### src/rtl/uart_rx_cfg.sv
// uart_rx_cfg - parametrised UART receiver.
//
// Receives frames made of a start bit, DATA_BITS data bits (LSB first), an
// optional parity bit and STOP_BITS stop bits. The bit timer restarts on
// every start edge. Each bit is the majority of three samples taken around
// mid-bit. Finished frames go to a valid/ready output register.
//
// Ports:
//   clk          system clock, rising edge
//   rst          synchronous reset, active high
//   rx_pin       asynchronous serial input, idle high
//   rx_data      received data, valid while rx_valid=1
//   rx_valid     a frame is held in the output register
//   rx_ready     consumer accepts when rx_valid & rx_ready
//   parity_err   parity mismatch for the frame in rx_data
//   frame_err    a stop bit was sampled low for the frame in rx_data
//   overrun_err  one-cycle pulse: a completed frame was dropped
//   busy         receiver is inside a frame
module uart_rx_cfg #(
    parameter int CLKS_PER_BIT = 16,
    parameter int DATA_BITS    = 8,
    parameter int PARITY_MODE  = 1,
    parameter int STOP_BITS    = 1
) (
    input  logic                 clk,
    input  logic                 rst,
    input  logic                 rx_pin,
    output logic [DATA_BITS-1:0] rx_data,
    output logic                 rx_valid,
    input  logic                 rx_ready,
    output logic                 parity_err,
    output logic                 frame_err,
    output logic                 overrun_err,
    output logic                 busy
);

    localparam int            CW        = $clog2(CLKS_PER_BIT);
    localparam logic [CW-1:0] MID       = CW'(CLKS_PER_BIT / 2);
    localparam logic [CW-1:0] MID_M1    = CW'(CLKS_PER_BIT / 2 - 1);
    localparam logic [CW-1:0] MID_P1    = CW'(CLKS_PER_BIT / 2 + 1);
    localparam logic [CW-1:0] LAST      = CW'(CLKS_PER_BIT - 1);
    localparam logic [3:0]    LAST_DATA = 4'(DATA_BITS - 1);
    localparam logic [3:0]    LAST_STOP = 4'(STOP_BITS - 1);

    typedef enum logic [2:0] {
        IDLE,
        START,
        DATA,
        PARITY,
        STOP
    } state_t;

    state_t               state;
    state_t               state_next;
    logic                 sync1;
    logic                 rxs;
    logic                 armed;
    logic [CW-1:0]        cnt;
    logic [3:0]           bit_idx;
    logic                 v0;
    logic                 v1;
    logic [DATA_BITS-1:0] shreg;
    logic                 par_err_int;
    logic                 frame_err_int;

    logic                 sample_pt;
    logic                 wrap;
    logic                 voted;
    logic                 start_edge;
    logic                 frame_done;
    logic                 frame_err_final;
    logic                 parity_exp;

    always_comb begin
        sample_pt       = (cnt == MID_P1);
        wrap            = (cnt == LAST);
        voted           = (v0 & v1) | (v0 & rxs) | (v1 & rxs);
        // armed is only set after rxs was seen high in IDLE, so a line held
        // low after a frame or break cannot retrigger.
        start_edge      = (state == IDLE) && armed && !rxs;
        frame_done      = (state == STOP) && sample_pt && (bit_idx == LAST_STOP);
        frame_err_final = frame_err_int | ~voted;
        parity_exp      = ^shreg;
        if (PARITY_MODE == 2) begin
            parity_exp = ~parity_exp;
        end
    end

    always_comb begin
        state_next = state;
        case (state)
            IDLE: begin
                if (start_edge) begin
                    state_next = START;
                end
            end
            START: begin
                if (sample_pt && voted) begin
                    state_next = IDLE;
                end else if (wrap) begin
                    state_next = DATA;
                end
            end
            DATA: begin
                if (wrap && (bit_idx == LAST_DATA)) begin
                    if (PARITY_MODE == 0) begin
                        state_next = STOP;
                    end else begin
                        state_next = PARITY;
                    end
                end
            end
            PARITY: begin
                if (wrap) begin
                    state_next = STOP;
                end
            end
            STOP: begin
                // Leave at the final stop bit's resolution point so a start
                // edge in the remaining half bit is still caught.
                if (frame_done) begin
                    state_next = IDLE;
                end
            end
            default: state_next = IDLE;
        endcase
    end

    always_comb begin
        busy = (state != IDLE);
    end

    always_ff @(posedge clk) begin
        if (rst) begin
            state         <= IDLE;
            sync1         <= 1'b1;
            rxs           <= 1'b1;
            armed         <= 1'b0;
            cnt           <= '0;
            bit_idx       <= '0;
            v0            <= 1'b0;
            v1            <= 1'b0;
            shreg         <= '0;
            par_err_int   <= 1'b0;
            frame_err_int <= 1'b0;
            rx_data       <= '0;
            rx_valid      <= 1'b0;
            parity_err    <= 1'b0;
            frame_err     <= 1'b0;
            overrun_err   <= 1'b0;
        end else begin
            sync1 <= rx_pin;
            rxs   <= sync1;
            state <= state_next;
            armed <= (state == IDLE) && rxs;

            if (state == IDLE) begin
                cnt <= '0;
            end else if (wrap) begin
                cnt <= '0;
            end else begin
                cnt <= cnt + 1'b1;
            end

            if (cnt == MID_M1) begin
                v0 <= rxs;
            end
            if (cnt == MID) begin
                v1 <= rxs;
            end

            if (state_next != state) begin
                bit_idx <= '0;
            end else if (wrap && ((state == DATA) || (state == STOP))) begin
                bit_idx <= bit_idx + 4'd1;
            end

            if ((state == DATA) && sample_pt) begin
                shreg <= {voted, shreg[DATA_BITS-1:1]};
            end

            if (start_edge) begin
                par_err_int   <= 1'b0;
                frame_err_int <= 1'b0;
            end
            if ((state == PARITY) && sample_pt) begin
                par_err_int <= (voted != parity_exp);
            end
            if ((state == STOP) && sample_pt && !voted) begin
                frame_err_int <= 1'b1;
            end

            overrun_err <= 1'b0;
            if (frame_done) begin
                if (!rx_valid || rx_ready) begin
                    rx_data    <= shreg;
                    parity_err <= par_err_int;
                    frame_err  <= frame_err_final;
                    rx_valid   <= 1'b1;
                end else begin
                    overrun_err <= 1'b1;
                end
            end else if (rx_valid && rx_ready) begin
                rx_valid <= 1'b0;
            end
        end
    end

endmodule

### config.mk
export PLATFORM = sky130hd
export DESIGN_NAME = uart_rx_cfg
export DESIGN_NICKNAME = d
export VERILOG_FILES = /design/src/rtl/uart_rx_cfg.sv
export SDC_FILE = /design/constraint.sdc
export NUM_CORES = 1
export LEC_CHECK = 0
export ABC_AREA = 1
export ABC_CLOCK_PERIOD_IN_PS = 2440
export CORE_UTILIZATION = 46
export DETAILED_ROUTE_END_ITERATION = 10
export PLACE_DENSITY_LB_ADDON = 0.2
export SLEW_MARGIN = 0
export SYNTH_ARGS = -nofsm -noshare
export SYNTH_HDL_FRONTEND = slang
export SYNTH_SLANG_ARGS = --single-unit
### constraint.sdc
create_clock -name clk -period 2.44 [get_ports clk]
set_clock_uncertainty 0.05 [all_clocks]
set_input_delay 0.366 -clock clk [delete_from_list [all_inputs] [get_ports clk]]
set_output_delay 0.366 -clock clk [all_outputs]
set_load 0.1 [all_outputs]
==> impl_metrics.csv, run 1 <==
group,metric,value,unit
run_status,run_status,"finished, final reports clean",
setup_path,reg2reg_to,"shreg[1]",
synthesis,seq_area_frac_synth,0.410,
setup_path,critical_path_class,"register to register",
sta,slew-limit-headroom,0.721,
sta,max_slew.worst_pin.slew,0.417,ns
setup_path,setup.worst_path.end,"shreg[1]",
detailed_routing,drc_errors,0,
pwr,power_frac_seq,0.517,
floorplan,design.portCount,17,
synthesis,yosysTopAreaCellShare,0.410,
place,place_congestion,0.833,
synthesis,synth-seq-cells,38,
cts,cts_made_buffers,5,
cts,worst_skew_pair.late_latency,0.30,ns
pwr,max-vdd-ir-drop,0.000330,V
finish,nets,281,
cts,post_cts.repair.setup_buffers,0,
place,detailed_place_hpwl,2280,um
floorplan,die_width,65.5,um
grt,grt_pass1_wl,5540,um
finish,area_delta_synth_final,14.6,%
synthesis,synth.area.top_cells,"dfxtp_1, nand2_1, inv_1",
sta,fin_crit,1.77,ns
place,pre_cts_setup_slack,0.638,ns
synthesis,synth_area_leader_cell,"dfxtp_1",
synthesis,syn-num-nets,265,
hold_path,class_of_the_most_critical_hold_timing_path,"register to register",
setup_path,launch_instance_of_the_worst_register_to_register_path,"cnt[0]",
setup_path,crit_fanout,6,
setup_path,rrSetupSlack,0.67,ns
cts,cts.root.buffer_cell,"clkbuf_8",
setup_path,timing.critical_path.arrival,1.91,ns
floorplan,core.rowCount,22,
sta,final-setup-viol-count,0,
pwr,power.internal,965,uW
grt,grt_antenna_before_repair,0,
synthesis,synth_most_common_cell,"nand2_1",
finish,final_core_utilization,0.563,
setup_path,crit_path_start_kind,"register",
sta,max_clock_freq,564,MHz
pwr,portion_of_total_power_attributed_to_combinational_logic,0.032,
detailed_routing,drtPass1Iterations,4,
detailed_routing,violation_count_after_the_first_detailed_route_iteration,105,
finish,post_route_cells_drive_above_1_share,0.125,
sta,slew_violations,0,
detailed_routing,drt_wl_total,3210,um
pwr,power.density,570,nW/um2
cts,cts_num_sinks,38,
cts,post_cts_resize_count,0,
cts,h-tree-depth,2,
place,dp_cells,313,
synthesis,ys_types,26,
sta,finalWorstSetupSlack,0.666,ns
synthesis,synth_area_per_cell,7.24,um2
sta,rsz_0062_raised_after_global_routing,"no",
sta,worst_hold_slack,0.361,ns
synthesis,synth-edff-count,0,
setup_path,cp_data_required_time,2.58,ns
finish,finalInstanceArea,2120,um2
floorplan,floorplan.initialDensity,0.492,
finish,antenna-diode-count,0,
grt,grt_use_total,0.176,
sta,totalNegativeSetupSlack,0,ns
detailed_routing,routedWlPerCell,10.0,um
setup_path,ff2ff_path_depth,7,
floorplan,die_area,4290,um2
setup_path,crit_start,"cnt[0]",
synthesis,netlist_area,1850,um2
grt,grt_pass1_vias,1310,
detailed_routing,antenna_violating_nets_post_route,0,
synthesis,synth.cells.most_frequent,"nand2_1, inv_1, dfxtp_1",
synthesis,async_reset_ff_frac,0,
pwr,power.share.clock,0.451,
finish,layout.filler_cells,360,
pwr,switching_power,246,uW
cts,clk_path_buf_depth,2,
place,placement.io_buffers,16,
finish,instances_no_fill,320,
pwr,leakagePower,0.908,nW
cts,cts_hold_repair.buffers,0,
grt,grt_overflow_total,0,
setup_path,crit_path_end_kind,"register",
hold_path,whs_path_depth,1,
synthesis,dominantRegCellSynth,"dfxtp_1",
pwr,post-layout-total-power,1.21,mW
sta,finalHoldViolations,0,
floorplan,floorplan.core_area,3770,um2
synthesis,yosysWarnings,0,
cts,clk_transition_reported_paths,0.07,ns
detailed_routing,vias,1499,
sta,final.period_utilization,0.727,
detailed_routing,drt-vias-per-instance,4.68,
synthesis,synth_cells,256,
place,placedInstanceArea,2010,um2
run,max_cap_viol,0,
grt,grt_max_degree,21,
floorplan,chipHeight,65.5,um
cts,tritoncts,"yes",
pwr,power.switching_fraction,0.203,
==> power by group through the flow <==
stage	Sequential, mW	Combinational, mW	Clock [mW]
2_1_floorplan	0.639	0.0252	0
3_3_place_gp	0.640	0.0382	0
3_5_place_dp	0.640	0.0384	0
4_1_cts	0.625	0.0385	0.557
5_1_grt	0.626	0.0438	0.594
6_report	0.626	0.0386	0.546
==> area by class of cell <==
class | instances | area, um2 | area share
inverters | 42 | 158 | 0.0742
multi-input cells | 166 | 883 | 0.416
flip-flops and latches | 38 | 761 | 0.358
clock buffers | 6 | 82.6 | 0.0389
clock inverters | 1 | 30.0 | 0.0141
well taps | 48 | 60.1 | 0.0283
repair buffers | 19 | 150 | 0.0707
==> per-layer routing <==
metal / GRT usage / part of all wire / up-vias
met5: 0 / 0 / -
met4: 0.0978 / 0.023 / 0
met3: 0.0625 / 0.034 / 7
met2: 0.278 / 0.44 / 20
met1: 0.205 / 0.50 / 644
li1: - / - / 828
==> sequential cells by signal, indices dropped and copies added, names as in the netlist <==
signal         cells
rx_valid           1
rxs                1
v0                 1
armed              1
parity_err         1
par_err_int        1
rx_data            8
frame_err          1
state              3
bit_idx            4
cnt                4
frame_err_int      1
shreg              8
v1                 1
sync1              1
overrun_err        1
==> worst min-delay path by stage <==
| stage | slack, ns | start | endpoint |
|---|---|---|---|
| 5_1_grt | 0.40 | sync1 | rxs |
| 6_report | 0.36 | sync1 | rxs |
| 2_1_floorplan | 0.34 | sync1 | rxs |
| 4_1_cts | 0.36 | sync1 | rxs |
| 3_5_place_dp | 0.34 | sync1 | rxs |
| 3_3_place_gp | 0.34 | sync1 | rxs |
==> placed cells by master, fill, tap and decap left out, drive strengths merged <==
master / netlist / final
nand2: 50 / 50
inv: 42 / 42
dfxtp: 38 / 38
a21oi: 24 / 24
nor2: 22 / 22
o21ai: 20 / 20
buf: 9 / 16
nand3: 16 / 16
xor2: 8 / 8
xnor2: 7 / 7
nor3: 6 / 6
clkbuf: 1 / 6
ha: 5 / 5
clkdlybuf4s50: 0 / 3
or2: 2 / 2
nor3b: 2 / 2
nand4: 2 / 2
a211oi: 1 / 1
o21bai: 1 / 1
bufinv: 0 / 1
==> worst max-delay path, stage by stage, from the launching register on <==
cell and delay (ns):
dfxtp_1 0.40, ha_1 0.19, nand3_2 0.13, nor2_1 0.38
buf_4 0.22, inv_1 0.09, o21ai_0 0.16, a21oi_1 0.05
==> kinds of logic after synthesis <==
| kind of cell | Yosys count | share of synthesized area |
|---|---|---|
| flip-flops | 38 | 0.410 |
| adder cells (fa/ha/maj) | 5 | 0.0337 |
| XOR/XNOR | 15 | 0.0709 |
| buffers and inverters | 52 | 0.113 |
| AND/OR/NAND/NOR | 100 | 0.243 |
| AO/OA/AOI/OAI | 46 | 0.129 |
(Power assumes the default switching activity.)
==> run 2: changes to the inputs <==
- ABC_CLOCK_PERIOD_IN_PS: 2440 -> 1600
- clock period: 2.44 -> 1.6 ns (I/O delays scaled with it)
==> impl_metrics.csv, run 2 (same netlist as run 1, synthesis figures left out) <==
group,metric,value,unit
setup_path,crit_fanout,4,
place,dp_cells,321,
sta,totalNegativeSetupSlack,0,ns
setup_path,max_stage_delay,0.32,ns
finish,antenna-diode-count,0,
setup_path,launch_instance_of_the_worst_register_to_register_path,"cnt[1]",
finish,layout.filler_cells,319,
finish,layout.cells.most_common_list,"nand2_1, inv_1, dfxtp_1",
grt,met2_usage,0.318,
cts,clk_path_buf_depth,2,
grt,grt_max_degree,20,
grt,grt_pass1_vias,1437,
setup_path,crit_slowest_cell,"dfxtp_1",
setup_path,top_cell_family_by_delay_on_the_critical_path,"simple AND/OR/NAND/NOR gates",
cts,post_cts.repair.setup_buffers,0,
detailed_routing,drc_errors,0,
floorplan,die_width,65.5,um
sta,finalHoldViolations,0,
sta,slew_violations,0,
cts,cts_hold_repair.buffers,0,
sta,final-setup-viol-count,0,
hold_path,hold_sp,"sync1",
pwr,post-layout-total-power,1.62,mW
pwr,max-vdd-ir-drop,0.000499,V
floorplan,core.rowCount,22,
grt,grt.met1_usage,0.215,
floorplan,floorplan.core_area,3770,um2
detailed_routing,antenna_violating_nets_post_route,0,
setup_path,critical_path.cell_chain,"inv_1, ha_1, nand3_2, nor2_4, nand2_1, nand3_1, nand3_1, nand2_2, nor3_1",
grt,grt_use_total,0.191,
setup_path,cp_data_required_time,1.74,ns
grt,grt_overflow_total,0,
cts,clk_transition_reported_paths,0.07,ns
pwr,power.density,686,nW/um2
place,detailed_place_hpwl,2500,um
cts,worst_skew_pair.late_latency,0.29,ns
detailed_routing,drt-vias-per-instance,4.74,
finish,final_core_utilization,0.627,
floorplan,design.portCount,17,
grt,top_usage_layer_grt,"met2",
detailed_routing,drt_wl_total,3470,um
cts,tritoncts,"yes",
floorplan,chipHeight,65.5,um
setup_path,crit_start,"cnt[1]",
setup_path,crit_path_end_kind,"register",
cts,cts_made_buffers,5,
finish,area_delta_synth_final,27.5,%
cts,cts_num_sinks,38,
place,place_congestion,0.867,
pwr,leakagePower,0.969,nW
setup_path,critical_path_class,"register to register",
sta,worst_hold_slack,0.368,ns
sta,finalWorstSetupSlack,0.118,ns
place,placedInstanceArea,2240,um2
finish,final_common_cell,"nand2_1",
grt,met3_usage,0.0521,
run_status,run_status,"finished, final reports clean",
finish,biggestRegsByFlops,"rx_data (8), shreg (8)",
grt,grt_antenna_before_repair,0,
finish,post_route_cells_drive_above_1_share,0.185,
run,max_cap_viol,0,
sta,max_clock_freq,675,MHz
setup_path,crit_path_start_kind,"register",
detailed_routing,drtPass1Iterations,4,
sta,slew-limit-headroom,0.775,
finish,instances_no_fill,329,
sta,max_slew.worst_pin.slew,0.337,ns
sta,rsz_0062_raised_after_global_routing,"yes",
sta,fin_crit,1.48,ns
place,placement.io_buffers,16,
cts,cts.root.buffer_cell,"clkbuf_8",
place,pre_cts_setup_slack,0.0272,ns
cts,h-tree-depth,2,
floorplan,floorplan.initialDensity,0.492,
setup_path,timing.critical_path.arrival,1.62,ns
detailed_routing,routedWlPerCell,10.5,um
finish,finalInstanceArea,2360,um2
floorplan,die_area,4290,um2
setup_path,critical_path_s_most_frequent_cell,"nand3_1",
finish,nets,290,
detailed_routing,vias,1560,
detailed_routing,violation_count_after_the_first_detailed_route_iteration,31,
grt,grt_pass1_wl,6050,um
sta,final.period_utilization,0.926,
setup_path,worstPathBufferInverterCount,1,
hold_path,class_of_the_most_critical_hold_timing_path,"register to register",
run 2: changes by cell type in the layout (fill, tap and decap cells not counted), sizes merged:
cell / delta
bufinv: -1
nand3: +1
buf: +8
clkbuf: +1
run 2: cell type report:
cell class	instances	area (um2)	area share
Multi-Input combinational cell	167	935	0.395
Sequential cell	38	763	0.323
Timing Repair Buffer	27	373	0.158
Tap cell	48	60.1	0.0254
Clock buffer	7	76.3	0.0323
Inverter	42	158	0.0667
run 2: worst paths after layout:
check               endpoint  slack (ns)  depth (start not counted)
setup / recovery  bit_idx[2]        0.12                          9
hold / removal           rxs        0.37                          1
setup reg to reg  bit_idx[2]        0.12                          9
hold reg to reg          rxs        0.37                          1
run 2: what timing repair did:
| action | 4_1_cts | 5_1_grt |
|---|---|---|
| gates resized for setup | 0 | 12 |
| pin swaps | 1 | 4 |
| endpoints found under the setup margin | 1 | 14 |
| cloned | 0 | 1 |
run 2: power by group:
group          switching (mW)  total, mW  internal (mW)  leakage, nW
clock                   0.304      0.603          0.299       0.0383
combinational          0.0396     0.0649         0.0252        0.623
sequential            0.00330      0.955          0.951        0.308
run 2: metal layers:
metal | vias to the layer above | share of wire
met1 | 686 | 0.46
met4 | 0 | 0.025
met3 | 7 | 0.027
li1 | 848 | -
met2 | 19 | 0.48
met5 | - | 0
